**src/rtl/inst_dump_tx_pkg.sv**
```systemverilog
// Shared definitions for the instruction-dump UART transmitter:
// dump FSM encoding, frame geometry and word/address widths.
package inst_dump_tx_pkg;

    typedef enum logic [2:0] {
        IDLE,
        FETCH,
        WAIT,
        LOAD,
        SEND,
        DONE
    } state_t;

    localparam int DATA_BITS      = 8;
    localparam int FRAME_BITS     = 10;
    localparam int ADDR_W         = 14;
    localparam int COUNT_W        = 15;
    localparam int BYTES_PER_WORD = 4;

endpackage

```
**src/rtl/inst_dump_tx_uart_tx_byte.sv**
```systemverilog
// 8N1 byte serializer. ready is also high in the final cycle of a stop bit,
// so a send accepted then starts the next frame with no idle gap.
module uart_tx_byte
    import inst_dump_tx_pkg::*;
#(
    parameter int CLK_HZ = 100000000,
    parameter int BAUD   = 115200
) (
    input  logic                 clk,
    input  logic                 rst,
    input  logic                 send,
    input  logic [DATA_BITS-1:0] data,
    output logic                 tx,
    output logic                 ready
);

    localparam int DIV   = CLK_HZ / BAUD;
    localparam int CNT_W = (DIV > 1) ? $clog2(DIV) : 1;
    localparam int IDX_W = $clog2(FRAME_BITS);
    localparam logic [CNT_W-1:0] BAUD_LAST = CNT_W'(DIV - 1);
    localparam logic [IDX_W-1:0] BIT_LAST  = IDX_W'(FRAME_BITS - 1);

    logic                  active_reg;
    logic [CNT_W-1:0]      baud_reg;
    logic [IDX_W-1:0]      bit_reg;
    logic [FRAME_BITS-1:0] shift_reg;
    logic                  tx_reg;
    logic                  bit_tick;
    logic                  frame_end;

    assign bit_tick  = active_reg && (baud_reg == BAUD_LAST);
    assign frame_end = bit_tick && (bit_reg == BIT_LAST);
    assign ready     = !active_reg || frame_end;
    assign tx        = tx_reg;

    always_ff @(posedge clk) begin
        if (!rst) begin
            active_reg <= 1'b0;
            baud_reg   <= '0;
            bit_reg    <= '0;
            shift_reg  <= '1;
            tx_reg     <= 1'b1;
        end else if (send && ready) begin
            // Frame is {stop, data, start}; bit 0 goes out first.
            active_reg <= 1'b1;
            baud_reg   <= '0;
            bit_reg    <= '0;
            shift_reg  <= {1'b1, data, 1'b0};
            tx_reg     <= 1'b0;
        end else if (frame_end) begin
            active_reg <= 1'b0;
            baud_reg   <= '0;
            bit_reg    <= '0;
            tx_reg     <= 1'b1;
        end else if (bit_tick) begin
            baud_reg  <= '0;
            bit_reg   <= bit_reg + 1'b1;
            shift_reg <= {1'b1, shift_reg[FRAME_BITS-1:1]};
            tx_reg    <= shift_reg[1];
        end else if (active_reg) begin
            baud_reg <= baud_reg + 1'b1;
        end
    end

endmodule

```
**src/rtl/inst_dump_tx.sv**
```systemverilog
// Streams a range of program-ROM words out of a UART, four little-endian
// bytes per word. The next word is prefetched while the last byte is on the line.
module inst_dump_tx
    import inst_dump_tx_pkg::*;
#(
    parameter int CLK_HZ = 100000000,
    parameter int BAUD   = 115200
) (
    input  logic               clk,
    input  logic               rst,
    input  logic               start,
    input  logic [ADDR_W-1:0]  base_addr,
    input  logic [COUNT_W-1:0] word_count,
    output logic [ADDR_W-1:0]  rom_addr,
    input  logic [31:0]        rom_data,
    output logic               tx,
    output logic               busy,
    output logic               done
);

    localparam logic [2:0] BYTE_LAST = 3'(BYTES_PER_WORD - 1);
    localparam logic [2:0] BYTE_ALL  = 3'(BYTES_PER_WORD);

    state_t             state_reg, state_next;
    logic [ADDR_W-1:0]  addr_reg, addr_next;
    logic [COUNT_W-1:0] remain_reg, remain_next;
    logic [31:0]        word_reg, word_next;
    logic [2:0]         byte_reg, byte_next;

    logic                 send;
    logic                 uart_ready;
    logic [DATA_BITS-1:0] byte_data;
    logic [DATA_BITS-1:0] word_bytes [BYTES_PER_WORD];

    generate
        for (genvar gi = 0; gi < BYTES_PER_WORD; gi++) begin : g_bytes
            assign word_bytes[gi] = word_reg[gi*DATA_BITS +: DATA_BITS];
        end
    endgenerate

    assign byte_data = word_bytes[byte_reg[1:0]];
    assign rom_addr  = addr_reg;
    assign busy      = (state_reg == FETCH) || (state_reg == WAIT) ||
                       (state_reg == LOAD)  || (state_reg == SEND);
    assign done      = (state_reg == DONE);

    always_ff @(posedge clk) begin
        if (!rst) begin
            state_reg  <= IDLE;
            addr_reg   <= '0;
            remain_reg <= '0;
            word_reg   <= '0;
            byte_reg   <= '0;
        end else begin
            state_reg  <= state_next;
            addr_reg   <= addr_next;
            remain_reg <= remain_next;
            word_reg   <= word_next;
            byte_reg   <= byte_next;
        end
    end

    always_comb begin
        state_next  = state_reg;
        addr_next   = addr_reg;
        remain_next = remain_reg;
        word_next   = word_reg;
        byte_next   = byte_reg;
        send        = 1'b0;
        case (state_reg)
            IDLE: begin
                if (start) begin
                    addr_next   = base_addr;
                    remain_next = word_count;
                    byte_next   = '0;
                    state_next  = (word_count == '0) ? DONE : FETCH;
                end
            end
            FETCH: state_next = WAIT;
            WAIT:  state_next = LOAD;
            LOAD: begin
                word_next  = rom_data;
                byte_next  = '0;
                state_next = SEND;
            end
            SEND: begin
                if (uart_ready) begin
                    if (byte_reg != BYTE_ALL) begin
                        send      = 1'b1;
                        byte_next = byte_reg + 3'd1;
                        // Handing over the last byte: fetch the next word
                        // while it shifts out so words follow back to back.
                        if (byte_reg == BYTE_LAST) begin
                            remain_next = remain_reg - 15'd1;
                            if (remain_reg != 15'd1) begin
                                addr_next  = addr_reg + 14'd1;
                                state_next = FETCH;
                            end
                        end
                    end else begin
                        state_next = DONE;
                    end
                end
            end
            DONE:    state_next = IDLE;
            default: state_next = IDLE;
        endcase
    end

    uart_tx_byte #(
        .CLK_HZ(CLK_HZ),
        .BAUD  (BAUD)
    ) u_uart (
        .clk  (clk),
        .rst  (rst),
        .send (send),
        .data (byte_data),
        .tx   (tx),
        .ready(uart_ready)
    );

endmodule
```
**config.mk**
```make
export PLATFORM = sky130hd
export DESIGN_NAME = inst_dump_tx
export DESIGN_NICKNAME = d
export VERILOG_FILES = /design/src/rtl/inst_dump_tx_pkg.sv /design/src/rtl/inst_dump_tx_uart_tx_byte.sv /design/src/rtl/inst_dump_tx.sv
export SDC_FILE = /design/constraint.sdc
export NUM_CORES = 1
export LEC_CHECK = 0
export CAP_MARGIN = 15
export CORE_MARGIN = 3
export CORE_UTILIZATION = 55
export CTS_BUF_LIST = sky130_fd_sc_hd__clkbuf_4 sky130_fd_sc_hd__clkbuf_8
export CTS_CLUSTER_SIZE = 40
export DETAILED_ROUTE_END_ITERATION = 6
export PLACE_DENSITY = 0.82
export SLEW_MARGIN = 20
export SYNTH_ARGS = -nofsm -noshare
export SYNTH_HDL_FRONTEND = slang
export SYNTH_SLANG_ARGS = --single-unit
```
**constraint.sdc**
```tcl
create_clock -name clk -period 2.65 [get_ports clk]
set_input_delay 0.53 -clock clk [delete_from_list [all_inputs] [get_ports clk]]
set_output_delay 0.53 -clock clk [all_outputs]
set_load 0.01 [all_outputs]
```
==> results by group <==
Run status
  • Status: complete, no violations

Global route
  • Vias in the first global route: 4662
  • GRT Util Overall: 26.7%
  • First-pass GRT wire length: 21.9 mm
  • Largest net degree at the start of global routing: 47
  • Gr ovfl total: 0
  • Initial antenna violation count: 0

Timing
  • Slew @ Worst Pin: 0.756 ns
  • Fin worst setup slack: 0.218 ns
  • Final Hold Fails: 0
  • Slew HR: 49.4%
  • Layout Skew: 0.0205 ns
  • Fin crit period: 2.43 ns
  • Fin crit share: 91.8%
  • Final setup viols: 0
  • Max Freq: 411 MHz
  • RSZ-0062 raised after global routing: no
  • Slew Limit Fails: 0
  • Fin Setup TNS: 0 ns

Clock tree
  • CTS tree: yes
  • Total CTS buffers: 9
  • Clock Tree Buf Depth: 2
  • Clock root buffer: clkbuf_8
  • Post-CTS setup buffers: 0
  • Clock transition at path regs: 0.10 ns
  • Clock latency on the worst-skew pair: 0.38 ns
  • # clock sinks: 91
  • CTS H-tree depth: 3

Synth
  • Largest cells by area after synthesis: dfxtp_1, nand2_1, a21oi_1
  • Most frequent cell after synthesis: nand2_1
  • Number of enable flip-flop cells after synthesis: 0
  • Post-synthesis sequential area ratio: 37.6%
  • Top cells by instance count after synthesis: nand2_1, dfxtp_1, a21oi_1
  • Yosys warning count: 0
  • Post-synth ARST share: 0%
  • Most used flip-flop cell after synthesis: dfxtp_1
  • Post-Syn Nets: 676
  • Synth Instances: 603
  • Synth area leader: dfxtp_1
  • Avg Cell Area, Syn: 8.04 sq um
  • Post-Synthesis Cell Area: 0.00485 sq mm
  • Synth top area share: 37.6%
  • Yosys cell types: 66
  • Seq cells post-synth: 91

Detailed routing
  • 1st-iter DRT viols: 274
  • DR vias: 4810
  • DRT Wirelength: 12.8 mm
  • Post-route ant nets: 0
  • Vias per inst: 6.12
  • DRC violations left: 0
  • Wire length per cell: 16.3 um
  • Initial DRT Pass Iterations: 5

Floorplan
  • Starting density of the core: 57.8%
  • Cell Rows: 33
  • Die Ht: 99.9 um
  • Die footprint: 0.00997 sq mm
  • Die X: 99.9 um
  • Core area: 0.00838 sq mm
  • Ports: 81

Place
  • Port buffer count: 80
  • Final GP Congestion: 0.856
  • HPWL after DPL: 9.33 mm
  • Pre-CTS setup slack: 0.183 ns
  • Cell Area, Placed: 0.00577 sq mm

Worst hold path
  • WHS Endpoint: word_reg[22]
  • Worst hold path startpoint: word_reg[22]
  • Hold depth: 2
  • HP Class: flip-flop to flip-flop

Power and ir drop
  • Total power: 0.00301 W
  • Switching Fraction: 31.3%
  • Peak supply drop: 0.000274 V
  • Power Density: 503 mW/mm^2
  • Internal power: 0.00207 W
  • Switch Pwr: 0.000940 W
  • Seq pwr share: 50.0%
  • Comb pwr share: 19.1%
  • Clock network fraction of total power: 30.9%
  • Leakage: 2.11 nW

Final layout
  • Post-layout instance area: 0.00597 sq mm
  • P&R area growth vs syn: 23.2%
  • Final core occ: 71.2%
  • Share of layout cells above drive strength 1: 9.69%
  • Max reg flops: 32
  • # diodes: 0
  • Final nets: 749

Critical path
  • Slowest CP cell: or4b_4
  • Reg2reg start: u_uart.baud_reg[2]
  • Crit-path max FO: 7
  • Crit path DAT: 2.75 ns
  • Reg2reg setup slack: 0.22 ns
  • Cell Chain, Critical Path: or4b_4, o41ai_4, nand2_2, buf_4, a211oi_1, o21a_1
  • Worst Path Class, Setup: flip-flop to flip-flop
  • FF-to-FF End: rom_addr[13]
  • Worst R2R Path Depth: 6
  • Crit end category: flip-flop
  • Critical Path Max Stage Delay: 0.57 ns
  • CP Launch Type: flip-flop
  • WP data required: 2.97 ns

Run
  • Max-cap viol count: 0
logic make-up (layout without fill, tap and decap cells):
family                     count (synthesis)  count (layout)  synth area share, %
and+or+nand+nor                          265             265                 26.1
AOI/OAI and AO/OA                        161             161                 22.1
DFF                                       91              91                 37.6
buffers and inverters                     50             128                 4.52
muxes                                     16              16                 5.37
xor gates and xnor gates                  11              11                 1.99
adders and majority gates                  9               9                 2.32
cell usage in the layout, fill, tap and decap left out, drive strengths merged, types with 10 or more instances in the layout:
master,instances
a21oi,62
and3,10
nand2,126
nand3,27
o21ai,21
dfxtp,91
buf,20
clkdlybuf4s50,80
inv,15
nand4,10
nor2,38
nor3,16
how the worst max path moves through the flow:
stage,cells past startpoint,to,slack (ns),startpoint
final,6,rom_addr[13],0.22,u_uart.baud_reg[2]
after global routing,6,rom_addr[13],0.07,u_uart.baud_reg[2]
after CTS,6,rom_addr[13],0.18,u_uart.baud_reg[2]
after detailed placement,6,rom_addr[4],0.18,start
after global placement,6,rom_addr[4],0.23,start
after floorplan,6,rom_addr[7],0.57,u_uart.baud_reg[2]
power by group through the flow:
| stage | clock network [W] | logic [W] | registers [W] |
|---|---|---|---|
| after global placement | 0 | 0.000553 | 0.00153 |
| after floorplan | 0 | 0.000320 | 0.00151 |
| final | 0.000929 | 0.000573 | 0.00150 |
| after global routing | 0.000997 | 0.000626 | 0.00151 |
| after CTS | 0.000945 | 0.000569 | 0.00150 |
| after detailed placement | 0 | 0.000564 | 0.00153 |
layer usage:
metal	share of wire (%)	track usage (%)	vias to the layer above	wire, um
met5	0	0	-	0
met2	48	42.8	208	6150
li1	-	-	2339	-
met3	8.0	6.74	19	1020
met1	43	35.8	2244	5460
met4	1.6	7.14	0	199
metrics by stage:
stage,cells,hold WS [ns]
floorplan,603,0.433
global placement,770,0.439
detailed placement,770,0.447
CTS,786,0.462
global route,786,0.484
finish,786,0.460
critical path, delay by kind of cell (launching register included):
family | cells | cell delay (ns)
buffers and inverters | 1 | 0.21
AOI/OAI and AO/OA | 3 | 1.01
DFF | 1 | 0.38
and+or+nand+nor | 2 | 0.77
what timing repair did:
action,in CTS,in global routing
setup endpoints to repair,0,1
gates resized for setup,0,1
hold buffers,0,0
layout make-up:
| type | instances | area (sq um) |
|---|---|---|
| timing repair buffer | 100 | 963 |
| clock buffer | 9 | 124 |
| multi-input combinational | 462 | 2810 |
| tap | 105 | 131 |
| inverter | 12 | 45.0 |
| clock inverter | 7 | 70.1 |
| fill | 688 | 2410 |
| sequential | 91 | 1820 |
Note: power is estimated with default switching activity, not from simulation.
